### src/rtl/frequency_analyzer_scheduler_pkg.sv
// Shared definitions for the frequency analyzer scheduler: sequencer state
// encoding and the analyzer result width.
package frequency_analyzer_scheduler_pkg;

    localparam int RESULT_W = 32;

    typedef logic [RESULT_W-1:0] result_t;

    localparam logic [1:0] ST_IDLE  = 2'd0;
    localparam logic [1:0] ST_RUN_0 = 2'd1;
    localparam logic [1:0] ST_RUN_1 = 2'd2;

endpackage

### src/rtl/frequency_analyzer_scheduler_arbiter.sv
// Merges the results of the two analyzers into a single valid/ready output
// slot. Each analyzer has a one-deep holding register, and a round-robin pointer arbitrates between them.
module frequency_result_arbiter
    import frequency_analyzer_scheduler_pkg::*;
(
    input  logic                clock,
    input  logic                reset,
    input  logic                result_valid_0,
    input  logic [RESULT_W-1:0] result_0,
    input  logic                result_valid_1,
    input  logic [RESULT_W-1:0] result_1,
    input  logic                frequency_ready,
    output logic                frequency_valid,
    output logic [RESULT_W-1:0] frequency_value,
    output logic                frequency_source,
    output logic                overrun
);

    result_t hold_0;
    result_t hold_1;
    logic    pending_0;
    logic    pending_1;
    logic    pointer;

    logic slot_free;
    logic load;
    logic pick_1;
    logic drain_0;
    logic drain_1;

    // The pointer's own pending wins; otherwise fall through to the other one.
    always_comb begin
        slot_free = !frequency_valid || frequency_ready;
        pick_1    = pointer ? pending_1 : !pending_0;
        load      = slot_free && (pending_0 || pending_1);
        drain_0   = load && !pick_1;
        drain_1   = load && pick_1;
    end

    always_ff @(posedge clock or posedge reset) begin
        if (reset) begin
            hold_0           <= '0;
            hold_1           <= '0;
            pending_0        <= 1'b0;
            pending_1        <= 1'b0;
            pointer          <= 1'b0;
            frequency_valid  <= 1'b0;
            frequency_value  <= '0;
            frequency_source <= 1'b0;
            overrun          <= 1'b0;
        end else begin
            overrun <= (result_valid_0 && pending_0 && !drain_0) ||
                       (result_valid_1 && pending_1 && !drain_1);

            // A fresh capture re-arms pending even when the old value is drained this edge.
            if (result_valid_0) begin
                hold_0    <= result_0;
                pending_0 <= 1'b1;
            end else if (drain_0) begin
                pending_0 <= 1'b0;
            end

            if (result_valid_1) begin
                hold_1    <= result_1;
                pending_1 <= 1'b1;
            end else if (drain_1) begin
                pending_1 <= 1'b0;
            end

            if (load) begin
                frequency_valid  <= 1'b1;
                frequency_value  <= pick_1 ? hold_1 : hold_0;
                frequency_source <= pick_1;
                pointer          <= !pick_1;
            end else if (frequency_ready) begin
                frequency_valid  <= 1'b0;
            end
        end
    end

endmodule

### src/rtl/frequency_analyzer_scheduler.sv
// Ping-pong window sequencer for two frequency analyzers, together with the
// result merger that forwards their counts to a single consumer.
//
// state    | meaning
// ---------+------------------------------------------------------------
// ST_IDLE  | no window open; waits for enable, always restarts on analyzer 0
// ST_RUN_0 | analyzer 0 window open, counter runs 0..WINDOW-1
// ST_RUN_1 | analyzer 1 window open, counter runs 0..WINDOW-1
module frequency_analyzer_scheduler
    import frequency_analyzer_scheduler_pkg::*;
#(
    parameter int CLOCK     = 100000000,
    parameter int FREQUENCY = 2000
) (
    input  logic                clock,
    input  logic                reset,
    input  logic                enable,
    output logic                start_analyzer_0,
    output logic                start_analyzer_1,
    output logic                stop_analyzer_0,
    output logic                stop_analyzer_1,
    input  logic                result_valid_0,
    input  logic                result_valid_1,
    input  logic [RESULT_W-1:0] result_0,
    input  logic [RESULT_W-1:0] result_1,
    output logic                frequency_valid,
    output logic [RESULT_W-1:0] frequency_value,
    output logic                frequency_source,
    input  logic                frequency_ready,
    output logic                overrun
);

    localparam int WINDOW = CLOCK / FREQUENCY;
    localparam int CNT_W  = (WINDOW < 2) ? 1 : $clog2(WINDOW);
    localparam logic [CNT_W-1:0] LAST = CNT_W'(WINDOW - 1);

    if (WINDOW < 2) begin : g_window_check
        $error("frequency_analyzer_scheduler: CLOCK/FREQUENCY must be at least 2");
    end

    logic [1:0]       state;
    logic [CNT_W-1:0] count;
    logic             window_end;

    assign window_end = (count == LAST);

    // Enable is only consulted at IDLE and at window end, so open windows always complete.
    always_ff @(posedge clock or posedge reset) begin
        if (reset) begin
            state            <= ST_IDLE;
            count            <= '0;
            start_analyzer_0 <= 1'b0;
            start_analyzer_1 <= 1'b0;
            stop_analyzer_0  <= 1'b0;
            stop_analyzer_1  <= 1'b0;
        end else begin
            start_analyzer_0 <= 1'b0;
            start_analyzer_1 <= 1'b0;
            stop_analyzer_0  <= 1'b0;
            stop_analyzer_1  <= 1'b0;
            case (state)
                ST_IDLE: begin
                    if (enable) begin
                        state            <= ST_RUN_0;
                        count            <= '0;
                        start_analyzer_0 <= 1'b1;
                    end
                end
                ST_RUN_0: begin
                    if (window_end) begin
                        stop_analyzer_0 <= 1'b1;
                        count           <= '0;
                        if (enable) begin
                            state            <= ST_RUN_1;
                            start_analyzer_1 <= 1'b1;
                        end else begin
                            state <= ST_IDLE;
                        end
                    end else begin
                        count <= count + CNT_W'(1);
                    end
                end
                ST_RUN_1: begin
                    if (window_end) begin
                        stop_analyzer_1 <= 1'b1;
                        count           <= '0;
                        if (enable) begin
                            state            <= ST_RUN_0;
                            start_analyzer_0 <= 1'b1;
                        end else begin
                            state <= ST_IDLE;
                        end
                    end else begin
                        count <= count + CNT_W'(1);
                    end
                end
                default: begin
                    state <= ST_IDLE;
                    count <= '0;
                end
            endcase
        end
    end

    frequency_result_arbiter u_arbiter (
        .clock            (clock),
        .reset            (reset),
        .result_valid_0   (result_valid_0),
        .result_0         (result_0),
        .result_valid_1   (result_valid_1),
        .result_1         (result_1),
        .frequency_ready  (frequency_ready),
        .frequency_valid  (frequency_valid),
        .frequency_value  (frequency_value),
        .frequency_source (frequency_source),
        .overrun          (overrun)
    );

endmodule
### config.mk
export PLATFORM = sky130hd
export DESIGN_NAME = frequency_analyzer_scheduler
export DESIGN_NICKNAME = d
export VERILOG_FILES = /design/src/rtl/frequency_analyzer_scheduler_pkg.sv /design/src/rtl/frequency_analyzer_scheduler_arbiter.sv /design/src/rtl/frequency_analyzer_scheduler.sv
export SDC_FILE = /design/constraint.sdc
export NUM_CORES = 1
export LEC_CHECK = 0
export BUFFER_PORTS_ARGS = -buffer_cell sky130_fd_sc_hd__buf_2
export CORE_MARGIN = 2
export CORE_UTILIZATION = 54
export DETAILED_ROUTE_END_ITERATION = 12
export GPL_ROUTABILITY_DRIVEN = 1
export PLACE_DENSITY = 0.9
export SLEW_MARGIN = 20
export SYNTH_ARGS = -nofsm -noshare
export SYNTH_HDL_FRONTEND = slang
export SYNTH_SLANG_ARGS = --single-unit
### constraint.sdc
create_clock -name clock -period 5.06 [get_ports clock]
set_input_delay 0.506 -clock clock [delete_from_list [all_inputs] [get_ports clock]]
set_output_delay 0.506 -clock clock [all_outputs]
set_load 0.02 [all_outputs]
==> impl_metrics.env, run 1 <==
export IMPL_grt_pass1_wl_mm=19.12
export IMPL_hpwl_mm=7.794
export IMPL_gp_congestion=0.8529
export IMPL_ant_nets=0
export IMPL_wl_met3_um=904
export IMPL_via_per_inst=5.692
export IMPL_clockRootBuffer="clkbuf_8"
export IMPL_dieArea_mm2=0.01042
export IMPL_post_cts_resized=0
export IMPL_cp_endpoint="count[9]"
export IMPL_post_cts_buffers=0
export IMPL_switching_share_pct=34.06
export IMPL_fmaxAchievable_ghz=0.4358
export IMPL_clkSlewWorstSetupHoldPaths_ns=0.06
export IMPL_wl_met2_mm=6.240
export IMPL_diodes=0
export IMPL_r2r_start="count[10]"
export IMPL_reg2reg_setup_slack_ns=2.77
export IMPL_yosys_warnings=0
export IMPL_async_flop_share_pct=100.0
export IMPL_yosysUniqueCellTypes=33
export IMPL_cts_sinks=124
export IMPL_crit_fanout=14
export IMPL_mostFrequentLayoutCell="dfrtp_1"
export IMPL_synth_ff_type="dfrtp_1"
export IMPL_startpoint_type="register"
export IMPL_dieHeight_um=102.1
export IMPL_skew_ns=0.008218
export IMPL_vias=3990
export IMPL_power_frac_clock_pct=35.9
export IMPL_finalNonFillerCells=701
export IMPL_p_sw_mw=1.129
export IMPL_crit_type="register to register"
export IMPL_wl_met1_mm=4.855
export IMPL_cts_buffers=17
export IMPL_drtIter0Drc=221
export IMPL_grt_max_degree=80
export IMPL_critPathRequiredTime_ns=5.47
export IMPL_hp_class="input pin to async pin"
export IMPL_rsz0062_at_grt="no"
export IMPL_comb_power_share_pct=24.8
export IMPL_core_area_mm2=0.009284
export IMPL_synth_edff_count=0
export IMPL_synth_seq_cells=124
export IMPL_setup_worst_path_start="count[10]"
export IMPL_drt_pass1_iter_count=6
export IMPL_slew_violations=0
export IMPL_worst_skew_pair_late_latency_ns=0.52
export IMPL_antenna_found_initial=0
export IMPL_cts_hold_buf=0
export IMPL_synthCells=453
export IMPL_cts_tree="yes"
export IMPL_initial_core_util_pct=55.93
export IMPL_crit_path_end_kind="register"
export IMPL_n_fill_cell=607
export IMPL_p_leak_nw=2.964
export IMPL_drive_gt1_share_pct=37.24
export IMPL_r2r_end="count[9]"
export IMPL_power_density_mw_per_mm2=515.4
export IMPL_htreeDepth=4
export IMPL_gr_total_overflow=0
export IMPL_portBuffers=108
export IMPL_tightestPinTransition_ns=1.130
export IMPL_place_inst=669
export IMPL_worst_ir_drop_vdd_mv=0.2502
export IMPL_fp_dieW_um=102.1
export IMPL_area_delta_synth_final_pct=23.83
export IMPL_std_cell_rows=35
export IMPL_synth_yosys_seq_area_share_pct=59.76
export IMPL_syn_nets=528
export IMPL_cts_max_path_buffers=2
export IMPL_routedWlPerCell_um=17.59
export IMPL_setup_viol=0
export IMPL_mostFrequentLayoutCells="dfrtp_1 (124), buf_2 (108), nand2_1 (75), mux2_2 (65), nor2_1 (41)"
export IMPL_r2r_cells=4
export IMPL_grt_pass1_vias=3987
export IMPL_arrival_ns=2.71
export IMPL_top_layer="met4"
export IMPL_power_frac_seq_pct=39.3
export IMPL_syn_avg_cell_area_um2=11.46
export IMPL_io_pin_count=109
export IMPL_hold_viol_final=0
export IMPL_cell_internal_pwr_mw=2.185
export IMPL_routed_wl_mm=12.33
export IMPL_slew_headroom_pct=24.63
export IMPL_status="complete, no violations"
export IMPL_nNetsFinal=634
export IMPL_setup_ws_ns=2.765
export IMPL_grt_usage_pct=24.41
export IMPL_route_detailed_drc=0
export IMPL_min_period_over_period_pct=45.35
export IMPL_synthesis_area_mm2=0.005192
export IMPL_cp_cell_sequence="or4b_4 -> nor4_4 -> o21a_1 -> o21ba_2"
export IMPL_pre_cts_slack_ns=2.826
export IMPL_slowest_delay_ns=0.55
export IMPL_setup_tns_ns=0
export IMPL_fin_crit_ns=2.295
export IMPL_drv_cap=0
export IMPL_cp_slowest_cell="or4b_4"
[sequential cells by signal, indices dropped and copies added (netlist names)]
| signal | cells |
|---|---|
| count | 16 |
| start_analyzer_0 | 1 |
| start_analyzer_1 | 1 |
| state | 2 |
| stop_analyzer_0 | 1 |
| stop_analyzer_1 | 1 |
| u_arbiter.frequency_source | 1 |
| u_arbiter.frequency_valid | 1 |
| u_arbiter.frequency_value | 32 |
| u_arbiter.hold_0 | 32 |
| u_arbiter.hold_1 | 32 |
| u_arbiter.overrun | 1 |
| u_arbiter.pending_0 | 1 |
| u_arbiter.pending_1 | 1 |
| u_arbiter.pointer | 1 |
[how the worst min path moves through the flow]
stage	end	slack [ns]	cells past startpoint
2_1_floorplan	count[1]	0.47	2
3_5_place_dp	u_arbiter.frequency_source	0.48	2
3_3_place_gp	u_arbiter.frequency_source	0.46	2
5_1_grt	u_arbiter.hold_1[5]	0.21	2
4_1_cts	u_arbiter.hold_0[10]	0.20	2
6_report	u_arbiter.hold_1[7]	0.20	2
[power groups by stage]
stage                     Clock (mW)  Combinational [mW]  Sequential (mW)
final                           1.19               0.823             1.30
after global routing            1.24               0.895             1.32
after detailed placement           0               0.812             1.31
after floorplan                    0               0.373             1.45
after global placement             0               0.781             1.30
after CTS                       1.20               0.828             1.30
[worst max-delay path: cells and delay by family (launching register included)]
family / cells / cell delay (ns)
AND/OR/NAND/NOR: 2 / 1.02
flip-flops: 1 / 0.44
AO/OA/AOI/OAI: 2 / 0.73
[kinds of logic after synthesis]
logic type	count (synthesis)	synth area share, %
buffers and inverters	30	2.241
flip-flops	124	59.76
AND/OR/NAND/NOR	158	13.86
adder cells (fa/ha/maj)	5	1.205
XOR/XNOR	7	1.181
AO/OA/AOI/OAI	64	7.663
multiplexers	65	14.10
[routing by layer]
layer  track usage, %  vias up
met4            9.846        0
li1                 -     1786
met3            6.977       35
met5                0        -
met1            28.65     1969
met2            42.41      200
[synthesized netlist by cell type, types with 2 or more instances]
master / instances / area share (%)
a21o_1: 3 / 0.43
a21oi_1: 7 / 0.67
a31oi_1: 33 / 4.0
and2_1: 4 / 0.48
and3_1: 2 / 0.24
and4_1: 2 / 0.34
buf_1: 4 / 0.29
clkbuf_1: 18 / 1.3
dfrtp_1: 124 / 60
ha_1: 5 / 1.2
inv_1: 7 / 0.51
mux2_2: 65 / 14
nand2_1: 75 / 5.4
nand2b_1: 4 / 0.48
nand3_1: 6 / 0.58
nand4_1: 8 / 0.96
nor2_1: 42 / 3.0
nor2b_1: 4 / 0.48
o21a_1: 5 / 0.72
o21ai_0: 12 / 1.2
or3_1: 6 / 0.72
xor2_1: 6 / 1.0
[stage by stage]
step                hold WS (ns)  cell area (um2)  power, mW  util, %
finish                    0.2019             6430      3.314    69.26
global route              0.2067             6430      3.462    69.26
CTS                       0.1991             6430      3.326    69.26
detailed placement        0.4758             5841      2.124    62.91
global placement          0.4584             5841      2.078    62.91
floorplan                 0.4678             5192      1.826        -
[final cells by class]
type / count / area [um2] / share of cell area (%)
multi-input cells: 299 / 1992 / 30.98
clock buffers: 18 / 427.9 / 6.655
flip-flops and latches: 124 / 3103 / 48.26
inverters: 7 / 28.78 / 0.4476
well taps: 129 / 161.4 / 2.510
repair buffers: 110 / 555.5 / 8.640
clock inverters: 14 / 161.4 / 2.510
(Power assumes the default switching activity.)
==> run 2: changes to the inputs <==
==> constraint.sdc (replaced) <==
create_clock -name clock -period 2.2 [get_ports clock]
set_input_delay 0.22 -clock clock [delete_from_list [all_inputs] [get_ports clock]]
set_output_delay 0.22 -clock clock [all_outputs]
set_load 0.02 [all_outputs]
==> run 2 against run 1 <==
  * Non-clock buffer count increased by 73
  * First-iteration DRC count decreased by 14%
  * Critical path depth increased by 2
  * Clock power increased by 140%
  * Sequential cell count unchanged
  * Die area unchanged
  * Highest routed layer unchanged
  * Clock skew increased by 0.0065 ns
  * Routed wire length increased by 8.8%
  * Critical path type unchanged
==> impl_metrics.env, run 2 (synthesized netlist as in run 1, its figures left out) <==
export IMPL_crit_fanout=13
export IMPL_drv_cap=0
export IMPL_hpwl_mm=7.525
export IMPL_cts_sinks=124
export IMPL_mostFrequentLayoutCell="dfrtp_1"
export IMPL_ant_nets=0
export IMPL_via_per_inst=5.440
export IMPL_cp_cell_sequence="or4b_4 -> nor4_4 -> buf_4 -> o21a_1 -> buf_4 -> a21oi_1"
export IMPL_io_pin_count=109
export IMPL_cp_slowest_cell="or4b_4"
export IMPL_drt_pass1_iter_count=5
export IMPL_slowest_delay_ns=0.55
export IMPL_nNetsFinal=707
export IMPL_cts_buffers=17
export IMPL_cpMostUsedCell="buf_4"
export IMPL_grt_pass1_wl_mm=21.21
export IMPL_setup_ws_ns=0.1890
export IMPL_diodes=0
export IMPL_crit_path_end_kind="register"
export IMPL_setup_viol=0
export IMPL_cts_max_path_buffers=2
export IMPL_arrival_ns=2.39
export IMPL_final_core_util_pct=77.52
export IMPL_r2r_start="count[10]"
export IMPL_antenna_found_initial=0
export IMPL_setup_tns_ns=0
export IMPL_std_cell_rows=35
export IMPL_design_area_mm2=0.007197
export IMPL_worstHoldStart="frequency_ready"
export IMPL_p_leak_nw=3.305
export IMPL_p_total_mw=7.928
export IMPL_hold_viol_final=0
export IMPL_p_sw_mw=2.509
export IMPL_pre_cts_slack_ns=0.2212
export IMPL_power_density_mw_per_mm2=1102
export IMPL_power_frac_clock_pct=35.8
export IMPL_fin_crit_ns=2.011
export IMPL_comb_power_share_pct=26.3
export IMPL_hold_path_end="u_arbiter.frequency_valid"
export IMPL_worst_ir_drop_vdd_mv=1.060
export IMPL_initial_core_util_pct=55.93
export IMPL_dieArea_mm2=0.01042
export IMPL_reg_top3="u_arbiter.frequency_value (32), u_arbiter.hold_0 (32), u_arbiter.hold_1 (32)"
export IMPL_grt_max_degree=125
export IMPL_finalNonFillerCells=772
export IMPL_place_inst=676
export IMPL_routed_wl_mm=13.42
export IMPL_grt_usage_pct=26.85
export IMPL_place_area_mm2=0.005932
export IMPL_clockRootBuffer="clkbuf_8"
export IMPL_reg2reg_setup_slack_ns=0.19
export IMPL_crit_type="register to register"
export IMPL_hp_class="input pin to register"
export IMPL_fp_dieW_um=102.1
export IMPL_dieHeight_um=102.1
export IMPL_route_detailed_drc=0
export IMPL_clkSlewWorstSetupHoldPaths_ns=0.05
export IMPL_slew_violations=0
export IMPL_slew_headroom_pct=40.93
export IMPL_htreeDepth=4
export IMPL_core_area_mm2=0.009284
export IMPL_grt_pass1_vias=4388
export IMPL_gr_total_overflow=0
export IMPL_critPathRequiredTime_ns=2.58
export IMPL_cell_internal_pwr_mw=5.419
export IMPL_status="complete, no violations"
export IMPL_r2r_end="count[12]"
export IMPL_tightestPinTransition_ns=0.8860
export IMPL_post_cts_buffers=0
export IMPL_fmaxAchievable_ghz=0.4973
export IMPL_area_delta_synth_final_pct=38.60
export IMPL_fin_hold_ws_ns=0.06874
export IMPL_min_period_over_period_pct=91.41
export IMPL_portBuffers=108
export IMPL_vias=4200
export IMPL_startpoint_type="register"
export IMPL_routedWlPerCell_um=17.38
export IMPL_hold_path_depth=3
export IMPL_drtIter0Drc=189
export IMPL_power_frac_seq_pct=37.9
export IMPL_setup_worst_path_start="count[10]"
export IMPL_rsz0062_at_grt="no"
export IMPL_gp_congestion=0.8963
export IMPL_worst_skew_pair_late_latency_ns=0.51
export IMPL_r2r_cells=6
export IMPL_cts_tree="yes"
export IMPL_mostFrequentLayoutCells="dfrtp_1 (124), buf_2 (108), nand2_1 (75), dlygate4sd3_1 (66), mux2_2 (65)"
export IMPL_drive_gt1_share_pct=33.44
export IMPL_switching_share_pct=31.65
export IMPL_skew_ns=0.01468
## run 2: how the worst max path moves through the flow
stage,endpoint,depth (start not counted)
after floorplan,state[1],4
after global placement,count[8],6
after detailed placement,count[11],6
after CTS,count[12],6
after global routing,count[4],6
final,count[12],6
## run 2: repair_timing
item,in CTS,in global routing
gates resized for setup,0,0
hold buffers,66,0
endpoints found under the hold margin,189,0
## run 2: worst max-delay path: cells and delay by family, from the launching register on
family,cells,cell delay [ns]
AND/OR/NAND/NOR,2,0.87
flip-flops,1,0.43
buffers and inverters,2,0.40
AO/OA/AOI/OAI,2,0.20
## run 2: area by class of cell
type	count	area, um2
fillers	521	2087
well taps	129	161.4
flip-flops and latches	124	3103
clock buffers	23	466.7
inverters	7	30.03
multi-input cells	299	1992
clock inverters	7	137.6
repair buffers	183	1306
## run 2: power by group through the flow
stage	Clock [mW]	Combinational [mW]	Sequential, mW
final	2.84	2.08	3.01
after global routing	2.99	2.26	3.05
after CTS	2.87	2.06	2.99
after detailed placement	0	1.95	3.02
after global placement	0	1.88	2.98
after floorplan	0	0.857	3.34
## run 2: routing by layer
metal,global-route usage [%],routed length [um]
met3,5.882,663
met5,0,0
met2,47.93,7199
met4,11.38,235
met1,31.30,5318
